`src/rtl/z80_busrq_arbiter_if.sv`:
```
// Bus-request handshake bundle shared by the arbiter, the Z80 core and the external masters.
// The master modport is the arbiter side; the slave modport is the system/requester side.
interface z80_busrq_arbiter_if #(
   parameter int unsigned NREQ = 2
);
   logic [NREQ-1:0] req;
   logic            nBUSACK;
   logic            nBUSRQ;
   logic [NREQ-1:0] gnt;
   logic            bus_oe;
   logic [2:0]      owner_id;
   logic            ack_timeout;

   modport master (
      input  req,
      input  nBUSACK,
      output nBUSRQ,
      output gnt,
      output bus_oe,
      output owner_id,
      output ack_timeout
   );

   modport slave (
      output req,
      output nBUSACK,
      input  nBUSRQ,
      input  gnt,
      input  bus_oe,
      input  owner_id,
      input  ack_timeout
   );
endinterface

```
`src/rtl/z80_busrq_arbiter.sv`:
```
// Round-robin arbiter that borrows the Z80 bus via nBUSRQ/nBUSACK and hands it to one
// external master at a time, chaining up to MAX_CHAIN grants per CPU bus release.
module z80_busrq_arbiter #(
   parameter int unsigned NREQ        = 2,
   parameter int unsigned MAX_CHAIN   = 4,
   parameter int unsigned ACK_TIMEOUT = 1024
) (
   input logic                 CLK,
   input logic                 RESET,
   z80_busrq_arbiter_if.master bus
);
   localparam int unsigned CW = $clog2(MAX_CHAIN + 1);
   localparam int unsigned TW = $clog2(ACK_TIMEOUT + 1);

   typedef enum logic [2:0] {StIdle, StReqWait, StGrant, StSwitch, StRelease} state_t;

   state_t          r_state, w_state_nxt;
   logic            r_ack_meta, r_ack_s;
   logic            r_nbusrq, w_nbusrq_nxt;
   logic [NREQ-1:0] r_gnt, w_gnt_nxt;
   logic            r_bus_oe;
   logic [2:0]      r_owner_id, w_owner_nxt;
   logic [CW-1:0]   r_chain_cnt, w_chain_nxt;
   logic [TW-1:0]   r_to_cnt, w_to_cnt_nxt;
   logic            r_ack_timeout, w_timeout_nxt;
   logic            w_req_any, w_own_req;
   logic [2:0]      w_pick;

   // First requester strictly after 'last', wrapping mod NREQ.
   function automatic logic [2:0] rr_pick(input logic [NREQ-1:0] req, input logic [2:0] last);
      logic [2:0]  res;
      int unsigned idx;
      res = last;
      for (int i = int'(NREQ); i > 0; i--) begin
         idx = (32'(last) + 32'(i)) % NREQ;
         if (|(req & (NREQ'(1) << idx))) res = 3'(idx);
      end
      return res;
   endfunction

   assign w_req_any = |bus.req;
   assign w_own_req = |(bus.req & r_gnt);
   assign w_pick    = rr_pick(bus.req, r_owner_id);

   always_comb begin
      w_state_nxt   = r_state;
      w_nbusrq_nxt  = r_nbusrq;
      w_gnt_nxt     = r_gnt;
      w_owner_nxt   = r_owner_id;
      w_chain_nxt   = r_chain_cnt;
      w_to_cnt_nxt  = '0;
      w_timeout_nxt = r_ack_timeout;
      unique case (r_state)
         StIdle: begin
            if (w_req_any) begin
               w_state_nxt  = StReqWait;
               w_nbusrq_nxt = 1'b0;
            end
         end
         StReqWait: begin
            w_to_cnt_nxt = (r_to_cnt == TW'(ACK_TIMEOUT)) ? r_to_cnt : r_to_cnt + TW'(1);
            if (r_to_cnt == TW'(ACK_TIMEOUT - 1)) w_timeout_nxt = 1'b1;
            if (!w_req_any) begin
               w_state_nxt  = StRelease;
               w_nbusrq_nxt = 1'b1;
            end else if (!r_ack_s) begin
               w_state_nxt = StGrant;
               w_gnt_nxt   = NREQ'(1) << w_pick;
               w_owner_nxt = w_pick;
               w_chain_nxt = CW'(1);
            end
         end
         StGrant: begin
            // No preemption: the owner keeps the bus until it drops its own request.
            if (!w_own_req) begin
               w_gnt_nxt = '0;
               if (w_req_any && (r_chain_cnt < CW'(MAX_CHAIN))) begin
                  w_state_nxt = StSwitch;
               end else begin
                  w_state_nxt  = StRelease;
                  w_nbusrq_nxt = 1'b1;
               end
            end
         end
         StSwitch: begin
            if (w_req_any) begin
               w_state_nxt = StGrant;
               w_gnt_nxt   = NREQ'(1) << w_pick;
               w_owner_nxt = w_pick;
               w_chain_nxt = r_chain_cnt + CW'(1);
            end else begin
               w_state_nxt  = StRelease;
               w_nbusrq_nxt = 1'b1;
            end
         end
         StRelease: begin
            if (r_ack_s) begin
               w_state_nxt = StIdle;
               w_chain_nxt = '0;
            end
         end
         default: w_state_nxt = StIdle;
      endcase
   end

   always_ff @(posedge CLK or posedge RESET) begin
      if (RESET) begin
         r_state       <= StIdle;
         r_ack_meta    <= 1'b1;
         r_ack_s       <= 1'b1;
         r_nbusrq      <= 1'b1;
         r_gnt         <= '0;
         r_bus_oe      <= 1'b0;
         r_owner_id    <= 3'(NREQ - 1);
         r_chain_cnt   <= '0;
         r_to_cnt      <= '0;
         r_ack_timeout <= 1'b0;
      end else begin
         r_state       <= w_state_nxt;
         r_ack_meta    <= bus.nBUSACK;
         r_ack_s       <= r_ack_meta;
         r_nbusrq      <= w_nbusrq_nxt;
         r_gnt         <= w_gnt_nxt;
         r_bus_oe      <= |w_gnt_nxt;
         r_owner_id    <= w_owner_nxt;
         r_chain_cnt   <= w_chain_nxt;
         r_to_cnt      <= w_to_cnt_nxt;
         r_ack_timeout <= w_timeout_nxt;
      end
   end

   assign bus.nBUSRQ      = r_nbusrq;
   assign bus.gnt         = r_gnt;
   assign bus.bus_oe      = r_bus_oe;
   assign bus.owner_id    = r_owner_id;
   assign bus.ack_timeout = r_ack_timeout;
endmodule

```
`src/flat_wrapper.sv`:
```
// flat-port wrapper written by rule: the top's interface ports become plain ports
module z80_busrq_arbiter_flat 
#(
   parameter int unsigned NREQ        = 2,
   parameter int unsigned MAX_CHAIN   = 4,
   parameter int unsigned ACK_TIMEOUT = 1024
)
  (CLK, RESET, bus_req, bus_nBUSACK, bus_nBUSRQ, bus_gnt, bus_bus_oe, bus_owner_id, bus_ack_timeout);
  z80_busrq_arbiter_if #(.NREQ(NREQ)) bus_i ();
  input logic CLK;
  input logic RESET;
  input wire logic [$bits(bus_i.req)-1:0] bus_req;
  input wire logic [$bits(bus_i.nBUSACK)-1:0] bus_nBUSACK;
  output wire logic [$bits(bus_i.nBUSRQ)-1:0] bus_nBUSRQ;
  output wire logic [$bits(bus_i.gnt)-1:0] bus_gnt;
  output wire logic [$bits(bus_i.bus_oe)-1:0] bus_bus_oe;
  output wire logic [$bits(bus_i.owner_id)-1:0] bus_owner_id;
  output wire logic [$bits(bus_i.ack_timeout)-1:0] bus_ack_timeout;
  assign bus_i.req = bus_req;
  assign bus_i.nBUSACK = bus_nBUSACK;
  assign bus_nBUSRQ = bus_i.nBUSRQ;
  assign bus_gnt = bus_i.gnt;
  assign bus_bus_oe = bus_i.bus_oe;
  assign bus_owner_id = bus_i.owner_id;
  assign bus_ack_timeout = bus_i.ack_timeout;
  z80_busrq_arbiter #(.NREQ(NREQ), .MAX_CHAIN(MAX_CHAIN), .ACK_TIMEOUT(ACK_TIMEOUT)) u_core (.CLK(CLK), .RESET(RESET), .bus(bus_i));
endmodule
```
`config.mk`:
```
export PLATFORM = sky130hd
export DESIGN_NAME = z80_busrq_arbiter_flat
export DESIGN_NICKNAME = d
export VERILOG_FILES = /design/src/rtl/z80_busrq_arbiter_if.sv /design/src/rtl/z80_busrq_arbiter.sv /design/src/flat_wrapper.sv
export SDC_FILE = /design/constraint.sdc
export NUM_CORES = 1
export LEC_CHECK = 0
export CORE_MARGIN = 8
export CORE_UTILIZATION = 30
export CTS_CLUSTER_SIZE = 24
export DETAILED_ROUTE_END_ITERATION = 7
export SYNTH_ARGS = -nofsm -noshare
export SYNTH_HDL_FRONTEND = slang
export SYNTH_SLANG_ARGS = --single-unit
```
`constraint.sdc`:
```
create_clock -name CLK -period 3.1 [get_ports CLK]
set_input_delay 0.62 -clock CLK [delete_from_list [all_inputs] [get_ports CLK]]
set_output_delay 0.62 -clock CLK [all_outputs]
set_load 0.02 [all_outputs]
```
==> results.toml <==
[timing]
hold_viol = 0
rsz0062_at_grt = "no"
finClkSkew_ns = 0.00397
finalSetupViolCount = 0
finalCritPeriodShare_pct = 66.8
setup_slack_ns = 1.03
tightest_slew_ns = 0.458
period_needed_ns = 2.07
max_freq_ghz = 0.483
max_slew_margin_pct = 69.1
slew_violations = 0
timing.setup.tns_ns = 0
fin_hold_ws_ns = 0.359

[critical_path]
crit_start = "u_core.bus.owner_id[0]$_DFFE_PP1P_"
arrival_ns = 1.45
end_kind = "output pin"
startpoint_type = "flop"
crit_path_max_incr_delay_ns = 0.61
crit_type = "reg2out"
r2r-start = "u_core.r_state[2]$_DFFE_PP0P_"
path_cells = "clkdlybuf4s50_1"
cp_top_family = "buffers and inverters"
crit_slowest_cell = "clkdlybuf4s50_1"
critPathBufInv = 1
path_max_fanout = 4
worstPathRequired_ns = 2.48

[global_routing]
antenna_found_initial = 0
grt_pass1_vias = 965
grt_use_total_pct = 8.38
grt_first_pass_wirelength_um = 4530
grt_overflow_total = 0
grt_max_degree = 28

[clock_tree]
cts.sinks = 27
htree_levels = 1
path_clk_slew_ns = 0.09
cts_setup_buffers = 0
cts_tree = "done"
root_buffer = "clkbuf_8"
cts_resized = 0
cts_buffer_depth = 2
cts-hold-fix-buffers = 0
cts_buffers = 3
insertion_delay_ns = 0.26

[run_status]
status = "completed"

[drt]
ant_nets = 0
dr.pass1.iters = 4
wl_per_cell_um = 12.8
vias = 965
drt-vias-per-instance = 5.00
first_iter_violations = 67
routed_wl_um = 2470
route.detailed.drc = 0

[synth]
ys_seq_area_share_pct = 51.8
synthTopCellsByCount = "dfrtp_1 (23), nor2_1 (15), inv_1 (9), xor2_1 (7), nand4_1 (6)"
netlist_area_sq_um = 1310
synth_cells = 128
yosysWarningCount = 0
synthTopCellsByArea = "dfrtp_1 (44%), dfstp_2 (8.0%), xor2_1 (4.7%)"
synthArstFlopShare_pct = 100
syn-num-nets = 136
yosys.area.top_type = "dfrtp_1"
synth-edff-count = 0
ys_types = 39
ys_ff_latch = 27
synth_top_area_share_pct = 43.8
synth_flop_cell = "dfrtp_1"
synth.most_common_cell = "dfrtp_1"
syn_area_per_cell_sq_um = 10.3

[die]
initial_utilization_pct = 30.6
die_h_um = 82.2
die-area_sq_um = 6750
coreArea_sq_um = 4290
die_w_um = 82.2
num_rows = 24
ioPinCount = 13

[layout]
layout.nets = 150
nFillCells = 415
layout-drive-gt1-share_pct = 7.09
stdcell_count = 193
synthToLayoutAreaGrowth_pct = 16.5
antenna_cells = 0

[min_path]
min-delay-path-class = "reg2reg"
min_from = "u_core.r_ack_meta$_DFF_PP1_"

[placed_design]
dp.cells = 189
post-dp-hpwl_um = 1850
gp_congestion = 0.817
portBuffers = 12
pre_cts_slack_ns = 0.979

[pwr]
leakagePower_nw = 0.656
peakVddDrop_v = 0.000263
p_per_area_nw_per_um2 = 743
p_total_w = 0.00114

[run]
cap_violations = 0
stage by stage:
| stage | cell area (sq um) | util [%] |
|---|---|---|
| 6_report | 1530 | 35.6 |
| 2_1_floorplan | 1310 | - |
| 3_5_place_dp | 1490 | 34.6 |
| 5_1_grt | 1530 | 35.6 |
| 3_3_place_gp | 1490 | 34.6 |
| 4_1_cts | 1530 | 35.6 |
state kept, by name, indices dropped and copies added (netlist names):
name / cells
u_core.r_to_cnt: 11
u_core.bus.owner_id: 3
u_core.r_chain_cnt: 3
u_core.r_state: 3
u_core.bus.gnt: 2
u_core.bus.ack_timeout: 1
u_core.bus.bus_oe: 1
u_core.bus.nBUSRQ: 1
u_core.r_ack_meta: 1
u_core.r_ack_s: 1
cell type report:
class / count / area, sq um / area share, %
tap: 52 / 65.1 / 4.25
inverter: 9 / 33.8 / 2.21
clock buffer: 4 / 45.0 / 2.94
timing repair buffer: 13 / 128 / 8.34
multi-input combinational: 88 / 578 / 37.8
sequential: 27 / 681 / 44.5
routing by layer:
| metal | global-route usage, % | vias up | wire length [um] |
|---|---|---|---|
| met5 | 0 | - | 0 |
| met4 | 2.11 | 0 | 8 |
| li1 | - | 474 | - |
| met3 | 2.06 | 2 | 101 |
| met2 | 14.5 | 10 | 1240 |
| met1 | 10.2 | 479 | 1120 |
power breakdown:
part           leakage [nW]  switching (W)  internal (W)
sequential            0.353      0.0000975      0.000435
clock                0.0228       0.000100     0.0000918
combinational         0.281       0.000218      0.000194
cell usage in the layout (no fill, tap or decap), types with 2 or more instances in the layout:
cell / count
nor2_1: 15
and3_1: 3
nor3_1: 4
clkbuf_8: 3
nand2_1: 4
inv_1: 9
nor2b_1: 3
nand4_1: 6
o21ai_0: 3
dfstp_2: 4
mux2i_1: 2
a31oi_1: 2
o21bai_1: 2
nand2b_1: 3
a22o_1: 3
ha_1: 3
dfrtp_1: 23
xor2_1: 7
xnor2_1: 3
nand3_1: 4
clkdlybuf4s50_1: 12
a21oi_1: 5
kinds of logic after synthesis:
| kind of cell | count (synthesis) | synth area share, % |
|---|---|---|
| AOI/OAI and AO/OA | 21 | 11.1 |
| xor gates and xnor gates | 10 | 6.67 |
| and+or+nand+nor | 52 | 21.8 |
| muxes | 2 | 1.52 |
| DFF | 27 | 51.8 |
| adders and majority gates | 3 | 2.86 |
| buffers and inverters | 13 | 4.19 |
worst register-to-register path, stage by stage (launching register included):
cell	delay (ns)
dfrtp_1	0.50
and2b_4	0.34
and3_1	0.32
nor2_2	0.08
a22o_1	0.24
final timing paths:
| path | end | depth (start not counted) | slack (ns) |
|---|---|---|---|
| setup / recovery | bus_owner_id[0] | 1 | 1.03 |
| hold / removal | u_core.r_ack_s$_DFF_PP1_ | 0 | 0.36 |
| setup reg to reg | u_core.bus.gnt[1]$_DFF_PP0_ | 4 | 1.52 |
| hold reg to reg | u_core.r_ack_s$_DFF_PP1_ | 0 | 0.36 |
| max in group asynchronous | u_core.bus.nBUSRQ$_DFFE_PP1P_ | 3 | 2.09 |
| min in group asynchronous | u_core.bus.owner_id[2]$_DFFE_PP0P_ | 3 | 0.71 |
No activity file was read; power rests on OpenSTA's default activity.
